===== config.mk =====
export PLATFORM = sky130hd
export DESIGN_NAME = cunit_p_flat
export DESIGN_NICKNAME = d
export VERILOG_FILES = /design/src/rtl/cunit_pkg.sv /design/src/rtl/cunit_p_if.sv /design/src/rtl/cunit_decode.sv /design/src/rtl/cunit_p.sv /design/src/flat_wrapper.sv
export SDC_FILE = /design/constraint.sdc
export NUM_CORES = 1
export LEC_CHECK = 0
export ABC_AREA = 1
export CORE_MARGIN = 5
export CORE_UTILIZATION = 38
export DETAILED_ROUTE_END_ITERATION = 10
export GPL_TIMING_DRIVEN = 0
export PLACE_DENSITY = 0.84
export RECOVER_POWER = 100
export SLEW_MARGIN = 40
export SYNTH_ARGS = -nofsm -noshare
export SYNTH_HDL_FRONTEND = slang
export SYNTH_SLANG_ARGS = --single-unit

===== constraint.sdc =====
create_clock -name Clk -period 1.9 [get_ports Clk]
set_clock_uncertainty 0.2 [all_clocks]
set_input_delay 0.38 -clock Clk [delete_from_list [all_inputs] [get_ports Clk]]
set_output_delay 0.38 -clock Clk [all_outputs]
set_load 0.05 [all_outputs]

===== src/rtl/cunit_pkg.sv =====
// Shared definitions for the cunit_p control unit: opcodes, state codes,
// ALU selects, IR field positions and the decoded control-line bundle.
package cunit_pkg;

  localparam int unsigned IR_W     = 16;
  localparam int unsigned OPC_W    = 4;
  localparam int unsigned ST_W     = 4;
  localparam int unsigned RADDR_W  = 4;
  localparam int unsigned DADDR_W  = 8;
  localparam int unsigned ALU_W    = 3;
  localparam int unsigned OPND_W   = IR_W - OPC_W;

  // IR field positions; register and address fields sit below the opcode
  localparam int unsigned OPC_LSB     = 12;
  localparam int unsigned RA_LSB      = 8;
  localparam int unsigned RB_LSB      = 4;
  localparam int unsigned RD_LSB      = 0;
  localparam int unsigned LD_ADDR_LSB = 4;
  localparam int unsigned ST_ADDR_LSB = 0;

  localparam logic [OPC_W-1:0] OP_NOOP  = 4'h0;
  localparam logic [OPC_W-1:0] OP_STORE = 4'h1;
  localparam logic [OPC_W-1:0] OP_LOAD  = 4'h2;
  localparam logic [OPC_W-1:0] OP_ADD   = 4'h3;
  localparam logic [OPC_W-1:0] OP_SUB   = 4'h4;
  localparam logic [OPC_W-1:0] OP_HALT  = 4'h5;
  localparam logic [OPC_W-1:0] OP_JMPZ  = 4'h6;

  localparam logic [ALU_W-1:0] ALU_PASS = 3'd0;
  localparam logic [ALU_W-1:0] ALU_ADD  = 3'd1;
  localparam logic [ALU_W-1:0] ALU_SUB  = 3'd2;

  typedef enum logic [ST_W-1:0] {
    ST_INIT   = 4'd0,
    ST_FETCH  = 4'd1,
    ST_DECODE = 4'd2,
    ST_NOOP   = 4'd3,
    ST_LOAD_A = 4'd4,
    ST_LOAD_B = 4'd5,
    ST_STORE  = 4'd6,
    ST_ADD    = 4'd7,
    ST_SUB    = 4'd8,
    ST_HALT   = 4'd9,
    ST_JMPZ   = 4'd10
  } state_e;

  typedef struct packed {
    logic [DADDR_W-1:0] d_addr;
    logic               d_wr;
    logic               rf_s;
    logic [RADDR_W-1:0] rf_w_addr;
    logic               rf_w_wr;
    logic [RADDR_W-1:0] rf_ra_addr;
    logic               rf_ra_rd;
    logic [RADDR_W-1:0] rf_rb_addr;
    logic               rf_rb_rd;
    logic [ALU_W-1:0]   alu_s0;
  } ctrl_t;

  function automatic logic [OPC_W-1:0] ir_opcode(input logic [IR_W-1:0] ir);
    return ir[OPC_LSB +: OPC_W];
  endfunction

endpackage


===== src/rtl/cunit_p_if.sv =====
// Bus between the control unit and the datapath / instruction memory,
// plus the IR, PC and state observation lines.
interface cunit_p_if #(
  parameter int unsigned PC_W = 5
);
  import cunit_pkg::*;

  logic [PC_W-1:0]    Imem_addr;
  logic [IR_W-1:0]    Imem_data;
  logic               Rf_zero;
  logic [DADDR_W-1:0] D_addr;
  logic               D_wr;
  logic               RF_s;
  logic [RADDR_W-1:0] RF_W_addr;
  logic               RF_W_wr;
  logic [RADDR_W-1:0] RF_Ra_addr;
  logic [RADDR_W-1:0] RF_Rb_addr;
  logic               RF_Ra_rd;
  logic               RF_Rb_rd;
  logic [ALU_W-1:0]   Alu_s0;
  logic [IR_W-1:0]    IR_Out;
  logic [PC_W-1:0]    PC_Out;
  logic [ST_W-1:0]    StateO;

  modport master (
    output Imem_addr, D_addr, D_wr, RF_s, RF_W_addr, RF_W_wr,
           RF_Ra_addr, RF_Rb_addr, RF_Ra_rd, RF_Rb_rd, Alu_s0,
           IR_Out, PC_Out, StateO,
    input  Imem_data, Rf_zero
  );

  modport slave (
    input  Imem_addr, D_addr, D_wr, RF_s, RF_W_addr, RF_W_wr,
           RF_Ra_addr, RF_Rb_addr, RF_Ra_rd, RF_Rb_rd, Alu_s0,
           IR_Out, PC_Out, StateO,
    output Imem_data, Rf_zero
  );

endinterface


===== src/rtl/cunit_decode.sv =====
// Combinational control-line decoder: current state plus IR operand field
// to every datapath control line; all lines are zero outside their state.
module cunit_decode
  import cunit_pkg::*;
(
  input  state_e            state,
  input  logic [OPND_W-1:0] operand,
  output ctrl_t             ctrl_c
);

  always_comb begin
    ctrl_c = '0;
    case (state)
      ST_LOAD_A: begin
        ctrl_c.d_addr = operand[LD_ADDR_LSB +: DADDR_W];
      end
      // address stays on the bus while memory data is written back
      ST_LOAD_B: begin
        ctrl_c.d_addr    = operand[LD_ADDR_LSB +: DADDR_W];
        ctrl_c.rf_s      = 1'b1;
        ctrl_c.rf_w_addr = operand[RD_LSB +: RADDR_W];
        ctrl_c.rf_w_wr   = 1'b1;
      end
      ST_STORE: begin
        ctrl_c.d_addr     = operand[ST_ADDR_LSB +: DADDR_W];
        ctrl_c.rf_ra_addr = operand[RA_LSB +: RADDR_W];
        ctrl_c.rf_ra_rd   = 1'b1;
        ctrl_c.d_wr       = 1'b1;
        ctrl_c.alu_s0     = ALU_PASS;
      end
      ST_ADD, ST_SUB: begin
        ctrl_c.rf_ra_addr = operand[RA_LSB +: RADDR_W];
        ctrl_c.rf_rb_addr = operand[RB_LSB +: RADDR_W];
        ctrl_c.rf_w_addr  = operand[RD_LSB +: RADDR_W];
        ctrl_c.rf_ra_rd   = 1'b1;
        ctrl_c.rf_rb_rd   = 1'b1;
        ctrl_c.rf_w_wr    = 1'b1;
        ctrl_c.rf_s       = 1'b0;
        ctrl_c.alu_s0     = (state == ST_ADD) ? ALU_ADD : ALU_SUB;
      end
      ST_JMPZ: begin
        ctrl_c.rf_ra_addr = operand[RA_LSB +: RADDR_W];
        ctrl_c.rf_ra_rd   = 1'b1;
      end
      default: ;
    endcase
  end

endmodule


===== src/rtl/cunit_p.sv =====
// Multicycle control unit: state, PC and IR registers plus next-state logic.
// Define CU_JMPZ_EN to implement JMPZ; otherwise opcode 0110 runs as NOOP.
module cunit_p
  import cunit_pkg::*;
#(
  parameter int unsigned PC_W     = 5,
  parameter int unsigned START_PC = 0
)(
  input  logic      Clk,
  input  logic      Reset,
  cunit_p_if.master bus
);

  state_e          state_q, state_d;
  logic [PC_W-1:0] pc_q, pc_d;
  logic [IR_W-1:0] ir_q, ir_d;
  ctrl_t           ctrl;

  function automatic state_e exec_state(input logic [OPC_W-1:0] opc);
    case (opc)
      OP_STORE: return ST_STORE;
      OP_LOAD:  return ST_LOAD_A;
      OP_ADD:   return ST_ADD;
      OP_SUB:   return ST_SUB;
      OP_HALT:  return ST_HALT;
`ifdef CU_JMPZ_EN
      OP_JMPZ:  return ST_JMPZ;
`endif
      default:  return ST_NOOP;
    endcase
  endfunction

  always_ff @(posedge Clk or negedge Reset) begin
    if (!Reset) begin
      state_q <= ST_INIT;
      pc_q    <= PC_W'(START_PC);
      ir_q    <= '0;
    end else begin
      state_q <= state_d;
      pc_q    <= pc_d;
      ir_q    <= ir_d;
    end
  end

  always_comb begin
    state_d = state_q;
    pc_d    = pc_q;
    ir_d    = ir_q;
    case (state_q)
      ST_INIT:   state_d = ST_FETCH;
      ST_FETCH: begin
        ir_d    = bus.Imem_data;
        pc_d    = pc_q + PC_W'(1);
        state_d = ST_DECODE;
      end
      ST_DECODE: state_d = exec_state(ir_opcode(ir_q));
      ST_LOAD_A: state_d = ST_LOAD_B;
      ST_HALT:   state_d = ST_HALT;
`ifdef CU_JMPZ_EN
      // target bits above PC_W are dropped by the slice
      ST_JMPZ: begin
        if (bus.Rf_zero) pc_d = ir_q[PC_W-1:0];
        state_d = ST_FETCH;
      end
`endif
      default:   state_d = ST_FETCH;
    endcase
  end

`ifndef CU_JMPZ_EN
  logic unused_rf_zero;
  assign unused_rf_zero = bus.Rf_zero;
`endif

  cunit_decode u_decode (
    .state   (state_q),
    .operand (ir_q[OPND_W-1:0]),
    .ctrl_c  (ctrl)
  );

  assign bus.Imem_addr  = pc_q;
  assign bus.PC_Out     = pc_q;
  assign bus.IR_Out     = ir_q;
  assign bus.StateO     = ST_W'(state_q);
  assign bus.D_addr     = ctrl.d_addr;
  assign bus.D_wr       = ctrl.d_wr;
  assign bus.RF_s       = ctrl.rf_s;
  assign bus.RF_W_addr  = ctrl.rf_w_addr;
  assign bus.RF_W_wr    = ctrl.rf_w_wr;
  assign bus.RF_Ra_addr = ctrl.rf_ra_addr;
  assign bus.RF_Rb_addr = ctrl.rf_rb_addr;
  assign bus.RF_Ra_rd   = ctrl.rf_ra_rd;
  assign bus.RF_Rb_rd   = ctrl.rf_rb_rd;
  assign bus.Alu_s0     = ctrl.alu_s0;

endmodule


===== src/flat_wrapper.sv =====
// flat-port wrapper written by rule: the top's interface ports become plain ports
module cunit_p_flat import cunit_pkg::*;
#(
  parameter int unsigned PC_W     = 5,
  parameter int unsigned START_PC = 0
)
  (Clk, Reset, bus_Imem_addr, bus_D_addr, bus_D_wr, bus_RF_s, bus_RF_W_addr, bus_RF_W_wr, bus_RF_Ra_addr, bus_RF_Rb_addr, bus_RF_Ra_rd, bus_RF_Rb_rd, bus_Alu_s0, bus_IR_Out, bus_PC_Out, bus_StateO, bus_Imem_data, bus_Rf_zero);
  cunit_p_if #(.PC_W(PC_W)) bus_i ();
  input  logic Clk;
  input  logic Reset;
  output wire logic [$bits(bus_i.Imem_addr)-1:0] bus_Imem_addr;
  output wire logic [$bits(bus_i.D_addr)-1:0] bus_D_addr;
  output wire logic [$bits(bus_i.D_wr)-1:0] bus_D_wr;
  output wire logic [$bits(bus_i.RF_s)-1:0] bus_RF_s;
  output wire logic [$bits(bus_i.RF_W_addr)-1:0] bus_RF_W_addr;
  output wire logic [$bits(bus_i.RF_W_wr)-1:0] bus_RF_W_wr;
  output wire logic [$bits(bus_i.RF_Ra_addr)-1:0] bus_RF_Ra_addr;
  output wire logic [$bits(bus_i.RF_Rb_addr)-1:0] bus_RF_Rb_addr;
  output wire logic [$bits(bus_i.RF_Ra_rd)-1:0] bus_RF_Ra_rd;
  output wire logic [$bits(bus_i.RF_Rb_rd)-1:0] bus_RF_Rb_rd;
  output wire logic [$bits(bus_i.Alu_s0)-1:0] bus_Alu_s0;
  output wire logic [$bits(bus_i.IR_Out)-1:0] bus_IR_Out;
  output wire logic [$bits(bus_i.PC_Out)-1:0] bus_PC_Out;
  output wire logic [$bits(bus_i.StateO)-1:0] bus_StateO;
  input wire logic [$bits(bus_i.Imem_data)-1:0] bus_Imem_data;
  input wire logic [$bits(bus_i.Rf_zero)-1:0] bus_Rf_zero;
  assign bus_Imem_addr = bus_i.Imem_addr;
  assign bus_D_addr = bus_i.D_addr;
  assign bus_D_wr = bus_i.D_wr;
  assign bus_RF_s = bus_i.RF_s;
  assign bus_RF_W_addr = bus_i.RF_W_addr;
  assign bus_RF_W_wr = bus_i.RF_W_wr;
  assign bus_RF_Ra_addr = bus_i.RF_Ra_addr;
  assign bus_RF_Rb_addr = bus_i.RF_Rb_addr;
  assign bus_RF_Ra_rd = bus_i.RF_Ra_rd;
  assign bus_RF_Rb_rd = bus_i.RF_Rb_rd;
  assign bus_Alu_s0 = bus_i.Alu_s0;
  assign bus_IR_Out = bus_i.IR_Out;
  assign bus_PC_Out = bus_i.PC_Out;
  assign bus_StateO = bus_i.StateO;
  assign bus_i.Imem_data = bus_Imem_data;
  assign bus_i.Rf_zero = bus_Rf_zero;
  cunit_p #(.PC_W(PC_W), .START_PC(START_PC)) u_core (.Clk(Clk), .Reset(Reset), .bus(bus_i));
endmodule

Yosys cells after proc, flatten, opt, wreduce, memory -nomap -nowiden
Cells that the tools add are included.

storage, ports and cells
  register bits = 25
  input bits = 19
  output and inout port bits = 58
  logic and storage cells = 30

cells by class
  add/sub/neg operators = 1
  equal/unequal tests = 14
  multiplexer cells = 9
  reduce and logical (&&, ||, !) cells = 3

operator list
  operator                                                                count
  4-bit by 3-bit equality test with 1-bit output (second input constant)  6
  4-bit case mux with 5 select lines                                      1
  4-bit case mux with 4 select lines                                      1
  8-bit case mux with 2 select lines                                      1
  4-bit by 2-bit equality test with 1-bit output (second input constant)  3
  4-bit equality test (second input constant)                             3
  6-bit case mux with 2 select lines                                      1
  5-bit two-way mux                                                       2
  4-bit by 1-bit equality test with 1-bit output (second input constant)  2
  5-bit by 1-bit adder with 5-bit output (second input constant)          1
  2-bit two-way mux                                                       2
  2-bit OR reduction                                                      2
  4-bit OR reduction                                                      1
  1-bit two-way mux                                                       1

Logic depth before layout (Yosys ltp)
Gate-level depths: netlist of run 1.

  word-level depth = 3
  depth in mapped cells = 7
  gate-level depth less buffers = 7

Modules after synthesis
A second synthesis of run 1 with hierarchy kept.

unflattened totals
  cell total of the unflattened synthesis = 207
  area total of the unflattened synthesis = 1,520.2 um2

modules (own cells, without submodules)
  module        times used  cells each  area each (um2)  seq. area each (um2)
  cunit_p       1           132         1,147.4          625.6
  cunit_decode  1           75          372.9            0.0

Worst setup path before layout of run 1
No wires, ideal clock.

  kind = register to output
  start = reg u_core.state_q[2], in the netlist u_core.bus.StateO[2]
  end = out bus_RF_W_addr[0]
  arrival = 2.214 ns
  required time = 1.320 ns
  slack = -0.894 ns
  cell stages (with the launch flop) = 7
  path through = dfrtp_1 inv_2 nor2_4 inv_1 nor2_1 nand2_1 nand2_1

on the way
  cells in the longest elaborated chain, start to end = 3

RTL lines
  item                                                                                   RTL line            source
  start: declaration                                                                     cunit_p.sv:14       state_e state_q, state_d;
  start signal: assignment                                                               cunit_p.sv:39       state_q <= state_d;
  4-bit by 3-bit equality test with 1-bit output or 4-bit equality test (tied branches)  cunit_decode.sv:13  case (state)
  2-bit OR reduction                                                                     cunit_decode.sv:13
  6-bit case mux with 2 select lines *                                                   cunit_decode.sv:13
  end: declaration                                                                       flat_wrapper.sv:15  output wire logic [$bits(bus_i.RF_W_addr)-1:0] bus_RF_W_addr;

Every way passes the cells marked *; elsewhere a longest branch is shown, timed or not.

Worst setup path in the final report of run 1
  start = reg u_core.state_q[2], in the netlist u_core.bus.StateO[2]
  end = out bus_RF_Rb_addr[2]

on the way
  cells in the longest elaborated chain, start to end = 3

RTL lines
  item                                                                                   RTL line            source
  4-bit by 3-bit equality test with 1-bit output or 4-bit equality test (tied branches)  cunit_decode.sv:13
  2-bit OR reduction *                                                                   cunit_decode.sv:13
  5-bit two-way mux *                                                                    cunit_decode.sv:13
  end: declaration                                                                       flat_wrapper.sv:18  output wire logic [$bits(bus_i.RF_Rb_addr)-1:0] bus_RF_Rb_addr;

Marked as above.

==> impl_results.md, run 1 <==
- Result of the run: finished with violations
- Violations in the final reports: setup timing
- Design internal power: 2.04 mW
- Power spent charging and discharging nets: about 3 mW
- Clock period minus final worst setup slack: around 2300 ps
- Detail Placement HPWL: ~3300 um
- Antenna-violating nets left: 0
- Clock power frac: under 10%
- Fmax: between 400 and 500 MHz
- Number of nets in the synthesized netlist: slightly above 200
- Pre-antenna DRT Iters: 4
- CTS tree: built
- Worst voltage drop across the vdd grid: 1130 uV
- Worst-path fanout max: 5
- First-pass GRT wire length: between 7000 and 8000 um
- Worst max-slew margin expressed relative to the limit: around 58%
- Worst Tran Pin Value: 634 ps
- Hold violation count in the final report: 0
- Worst min-delay path category: register to register
- Total core area: 0.00342 sq mm
- Static Leak: 1.33 nW
- Data arrival, critical path: around 1700 ps
- Via count of the first global-routing pass: 1,547
- Start point of the critical path: u_core.bus.StateO[2]$_DFF_PN0_
- Final-report max-slew violation count: 0
- Residual overflow from global routing: 0
- Power share of the sequential group: 21.2%
- Drt wl/cell: between 10 and 15 um
- P&R area growth vs syn: 99.1%
- Vertical die dimension: between 70 and 80 um
- Final setup margin: -397 ps
- Pwr dens: between 1500 and 2000 mW/mm^2
- Via count normalized by instance count: 4.58
- Total number of nets in the final design: between 300 and 400
- Number of buffers created by CTS: 3
- Endpoint class of the critical path: output port
- Most used cells in the layout excluding fill and tap cells: 52 x nand2_1, 27 x buf_6, 21 x dfrtp_1
- Launch point of the worst reg-to-reg path: u_core.bus.StateO[3]$_DFF_PN0_
- Count of clock tree sinks: 25
- Data required, critical path: 1320 ps
- Number of unique standard cell types used by synthesis: 19
- Setup repair after global routing missed its margin: yes
- Final Cycle Share: 121%
- Standard cell with the maximum stage delay on the critical path: dfrtp_2
- Clock-pin transition on the worst setup and hold timing paths: 140 ps
- Sw Share: 59.1%
- Die area: 0.00490 sq mm
- Maximum single-stage delay on the critical path: 450 ps
- H-tree Lvls: 1
- Die Span X: 70.0 um
- Total Neg Setup Slack: -8370 ps
- Critical Path, Cell by Cell: inv_4, nand4_1, nand2_4, clkinvlp_4, nor2_4, buf_8
- Type of origin of the critical path: register
- Clock latency on the worst-skew pair: 310 ps
- Commonest non-fill, non-tap cell in the layout: nand2_1
- Total number of vias: ~1,500
- Area taken by flip-flops and latches: ~630 sq um
- Total Routing Usage GR: between 10% and 20%
- Worst hold path startpoint: u_core.bus.Imem_addr[0]$_DFFE_PN0N_
- Largest net degree at the start of global routing: 26
- Initial core utilization: between 40% and 50%
- Final setup violating endpoints: 26
- Initial drt markers: 45
- Setup Crit Path Kind: register to output port
- Mean Syn Cell Area: ~7.5 sq um
- Count of state elements after synthesis: 25
- Gate count after technology mapping: ~180
- CTS Root Cell: clkbuf_4
- Routed wire length: just under 5000 um
- Buffers on Ports: 74
- Filler cells: about 220
- Multi-input combinational cell area: 822 sq um
- Netlist Area Pre-Place: between 0.001 and 0.0015 sq mm
- Proportion of power drawn by combinational gates: 73.9%
- Count of synthesis-stage warnings from yosys: 0
- Number of max-capacitance violations reported: 0
- Share of cells above drive strength 1: a little under half
- Final core utilization: between 70% and 80%
- Buffer depth of the longest clock path: 2
- Count of standard-cell rows: 21
- I/O pins: 77
- Register area share after synthesis: a little under half
- Residual DRC count: 0
- Routability-driven placement congestion ratio: roughly 0.74
- Diode insertion count for antenna repair: 0
- Initial antenna violation count: 0
==> sequential cells by signal (all words and copies together), names as in the netlist <==
name and flops:
u_core.bus.Imem_addr 5, u_core.bus.StateO 4, u_core.bus.IR_Out 16
==> critical path, delay by kind of cell, from the launching register on <==
family / cells / cell delay, ps
buf+inv: 3 / 450
flops: 1 / 450
simple gates: 3 / 510
==> logic make-up after synthesis <==
kind of cell    count (synthesis)  share of synthesized area [%]
fa+ha+maj                       1                          0.914
other cells                     1                          0.274
simple gates                   93                           28.3
xor+xnor                        3                           1.92
compound gates                 23                           9.14
flops                          25                           45.7
buf+inv                        37                           13.7
==> Yosys cell counts <==
cell type,number,share of area (%)
xor2_1,2,1.3
ha_1,1,0.91
conb_1,1,0.27
o22ai_1,5,2.3
nand2_1,68,19
nand4_1,1,0.46
nor2_4,2,1.6
nand2_4,1,0.82
inv_1,24,6.6
buf_4,7,3.8
dfrtp_1,25,46
nand2_2,2,0.91
xnor2_1,1,0.64
o21ai_0,17,6.2
nor2_1,12,3.3
inv_2,3,0.82
buf_6,3,2.5
o21ai_2,1,0.64
nand3_1,7,2.6
==> power groups by stage <==
stage,clock network (mW),logic (mW),registers (mW)
2_1_floorplan,0,1.53,1.92
3_3_place_gp,0,3.40,1.06
3_5_place_dp,0,3.45,1.07
4_1_cts,0.242,3.60,1.04
5_1_grt,0.271,3.91,1.10
6_report,0.241,3.69,1.06
==> what timing repair did <==
item,in CTS,in global routing
resized for setup,257,38
setup buffers,16,7
setup endpoints to repair,57,39
pin swaps,13,8
endpoints found under the hold margin,25,0
hold buffers,1,0
==> stage by stage <==
step	hold slack, ps	total power, mW	setup WS, ps	cells	instance area, sq um
after global placement	331	4.46	-805	303	2370
after CTS	357	4.89	-376	324	2640
after detailed placement	205	4.51	-814	303	2360
after floorplan	-116	3.45	-315	183	1570
final	365	4.99	-397	331	2730
after global routing	392	5.27	-494	331	2730
==> worst paths after layout <==
check	endpoint	slack [ps]	depth (start not counted)
worst max-delay path	bus_RF_Rb_addr[2]	-400	6
worst min-delay path	u_core.bus.Imem_addr[0]$_DFFE_PN0N_	360	1
worst max register to register	u_core.bus.Imem_addr[3]$_DFFE_PN0N_	310	8
worst min register to register	u_core.bus.Imem_addr[0]$_DFFE_PN0N_	360	1
max in group asynchronous	u_core.bus.StateO[1]$_DFF_PN0_	650	2
min in group asynchronous	u_core.bus.IR_Out[13]$_DFFE_PN0N_	400	2
==> per-layer routing <==
| metal | part of all wire, % | global-route usage, % | up-vias | routed length (um) |
|---|---|---|---|---|
| li1 | - | - | 762 | - |
| met1 | 43 | 24.6 | 699 | 2140 |
| met2 | 50 | 34.1 | 53 | 2480 |
| met3 | 6.1 | 4.16 | 2 | 300 |
| met4 | 0.49 | 2.55 | 0 | 24 |
| met5 | 0 | 0 | - | 0 |
==> cell type report <==
cell class / count / share of cell area, %
Buffer: 10 / 3.17
Inverter: 27 / 4.32
Sequential cell: 25 / 23.1
Clock buffer: 4 / 0.964
Tap cell: 46 / 2.11
Multi-Input combinational cell: 121 / 30.2
Timing Repair Buffer: 98 / 36.1
Power figures use the tool's default switching activity.
==> inputs of run 2 (changes only) <==
--- a/config.mk
+++ b/config.mk
@@ -12,6 +12,7 @@
 export GPL_TIMING_DRIVEN = 0
 export PLACE_DENSITY = 0.84
 export RECOVER_POWER = 100
+export REMOVE_ABC_BUFFERS = 1
 export SLEW_MARGIN = 40
 export SYNTH_ARGS = -nofsm -noshare
 export SYNTH_HDL_FRONTEND = slang
==> impl_results.md, run 2 (synthesized netlist as in run 1, its figures left out) <==
- Result of the run: finished with violations
- Violations in the final reports: setup timing
- Diode insertion count for antenna repair: 0 (unchanged)
- Launch point of the worst reg-to-reg path: u_core.bus.StateO[3]$_DFF_PN0_
- Static Leak: 1.21 nW (-8.8%)
- P&R area growth vs syn: 76.2%
- Via count of the first global-routing pass: 1,483 (-4.1%)
- Start point of the critical path: u_core.bus.StateO[3]$_DFF_PN0_
- Worst min-delay path category: register to register
- Data required, critical path: 1320 ps (about the same)
- CTS tree: built
- Initial drt markers: 61 (+36%)
- FF-to-FF setup slack: 190 ps (-120 ps)
- Total number of nets in the final design: 289 (-5.6%)
- Routed wire length: 4630 um (-6.4%)
- Drt wl/cell: 14.7 um (-1.3%)
- Clock-pin transition on the worst setup and hold timing paths: 130 ps (about the same)
- Setup Crit Path Kind: register to output port
- Final Instance Count excl. Fillers: 314 (-5.1%)
- Most used cells in the layout excluding fill and tap cells: 61 x nand2_1, 28 x buf_6, 23 x dfrtp_1
- Antenna-violating nets left: 0 (unchanged)
- Final Cycle Share: 114% (-7.1 points)
- Buffer depth of the longest clock path: 2 (unchanged)
- Vertical die dimension: 70.0 um (unchanged)
- Post-Place Worst Slack: -653 ps (+161 ps)
- First-pass GRT wire length: 7200 um (-6.0%)
- Total Routing Usage GR: 18.0% (-1.3 points)
- Worst Tran Pin Value: 632 ps (-2.35 ps)
- Cell count after placement: 293 (-3.3%)
- Residual overflow from global routing: 0 (unchanged)
- Residual DRC count: 0 (unchanged)
- Initial core utilization: 40.1% (unchanged)
- Setup repair after global routing missed its margin: yes
- Count of standard-cell rows: 21 (unchanged)
- CTS Root Cell: clkbuf_4
- Clock latency on the worst-skew pair: 300 ps (about the same)
- Worst max-slew margin expressed relative to the limit: 57.9% (+0.16 points)
- Detail Placement HPWL: 2910 um (-11%)
- Buffers on Ports: 74 (unchanged)
- Clock period minus final worst setup slack: 2160 ps (-135 ps)
- Die Span X: 70.0 um (unchanged)
- Worst voltage drop across the vdd grid: 1050 uV (-7.5%)
- Pwr dens: 1910 mW/mm^2 (+4.1%)
- Data arrival, critical path: 1580 ps (-140 ps)
- Routability-driven placement congestion ratio: 0.846 (+15%)
- Sum of internal, switching and leakage power: 4.60 mW (-7.8%)
- Number of max-capacitance violations reported: 0 (unchanged)
- Final setup margin: -262 ps (+135 ps)
- I/O pins: 77 (unchanged)
- Type of origin of the critical path: register
- Hold violation count in the final report: 0 (unchanged)
- Total Neg Setup Slack: -5200 ps (+3170 ps)
- Fmax: 462 MHz (+6.2%)
- Initial antenna violation count: 0 (unchanged)
- Total core area: 0.00342 sq mm (unchanged)
- Final setup violating endpoints: 26 (unchanged)
- Share of cells above drive strength 1: 38.8% (-8.2 points)
- Flip-flop count of the largest register, all copies and words added: 16 (unchanged)
- Via count normalized by instance count: 4.77 (+4.1%)
- H-tree Lvls: 1 (unchanged)
- Die area: 0.00490 sq mm (unchanged)
- Commonest non-fill, non-tap cell in the layout: nand2_1
- Final-report max-slew violation count: 0 (unchanged)
- Worst-path fanout max: 5 (unchanged)
- Total number of vias: 1,497 (-1.3%)
- Endpoint class of the critical path: output port
- Largest net degree at the start of global routing: 26 (unchanged)
- Hold slack final: 361 ps (-3.50 ps)
- Count of clock tree sinks: 25 (unchanged)
- Number of buffers created by CTS: 3 (unchanged)
- Worst hold path startpoint: u_core.bus.Imem_addr[0]$_DFFE_PN0N_
- Pre-antenna DRT Iters: 4 (unchanged)
-- run 2: what timing repair did --
action	CTS	global route
pin swaps	6	3
hold buffers	1	0
gates resized for setup	288	38
setup buffers	9	6
hold endpoints to repair	25	0
setup endpoints to repair	66	60
gates cloned	1	0
-- run 2: area by class of cell --
class	instances	area, sq um
repair buffers	90	836
flip-flops and latches	25	628
well taps	46	57.6
inverters	27	119
fillers	273	1000
clock buffers	4	26.3
multi-input cells	122	746
-- run 2: final timing paths --
check                                                      endpoint  cells past startpoint
worst max-delay path                                  bus_D_addr[2]                      7
worst min-delay path            u_core.bus.Imem_addr[0]$_DFFE_PN0N_                      1
worst max register to register  u_core.bus.Imem_addr[3]$_DFFE_PN0N_                      8
worst min register to register  u_core.bus.Imem_addr[0]$_DFFE_PN0N_                      1
max in group asynchronous            u_core.bus.StateO[3]$_DFF_PN0_                      2
min in group asynchronous          u_core.bus.IR_Out[8]$_DFFE_PN0N_                      2
-- run 2: metal layers --
layer	part of all wire [%]	up-vias	routed length [um]	track usage, %
met1	39	699	1790	20.5
met4	1.6	0	72	4.68
met5	0	-	0	0
li1	-	730	-	-
met2	54	60	2480	33.2
met3	6.2	8	285	4.30
-- run 2: critical path: stages, from the launching register on --
cell and delay (ps):
dfrtp_2 460, nor2_4 200, buf_6 140, nand2_8 80, inv_8 90, nand2_4 50
o21ai_2 70, buf_6 180
-- run 2: power breakdown --
part / internal (mW) / switching, mW
Clock: 0.0818 / 0.154
Sequential: 0.797 / 0.258
Combinational: 0.903 / 2.41
-- run 2: stage by stage --
step / cell area, sq um / util, %
after floorplan: 1280 / -
after global placement: 2080 / 60.9
after detailed placement: 2080 / 60.8
after CTS: 2350 / 68.8
after global routing: 2410 / 70.6
final: 2410 / 70.6
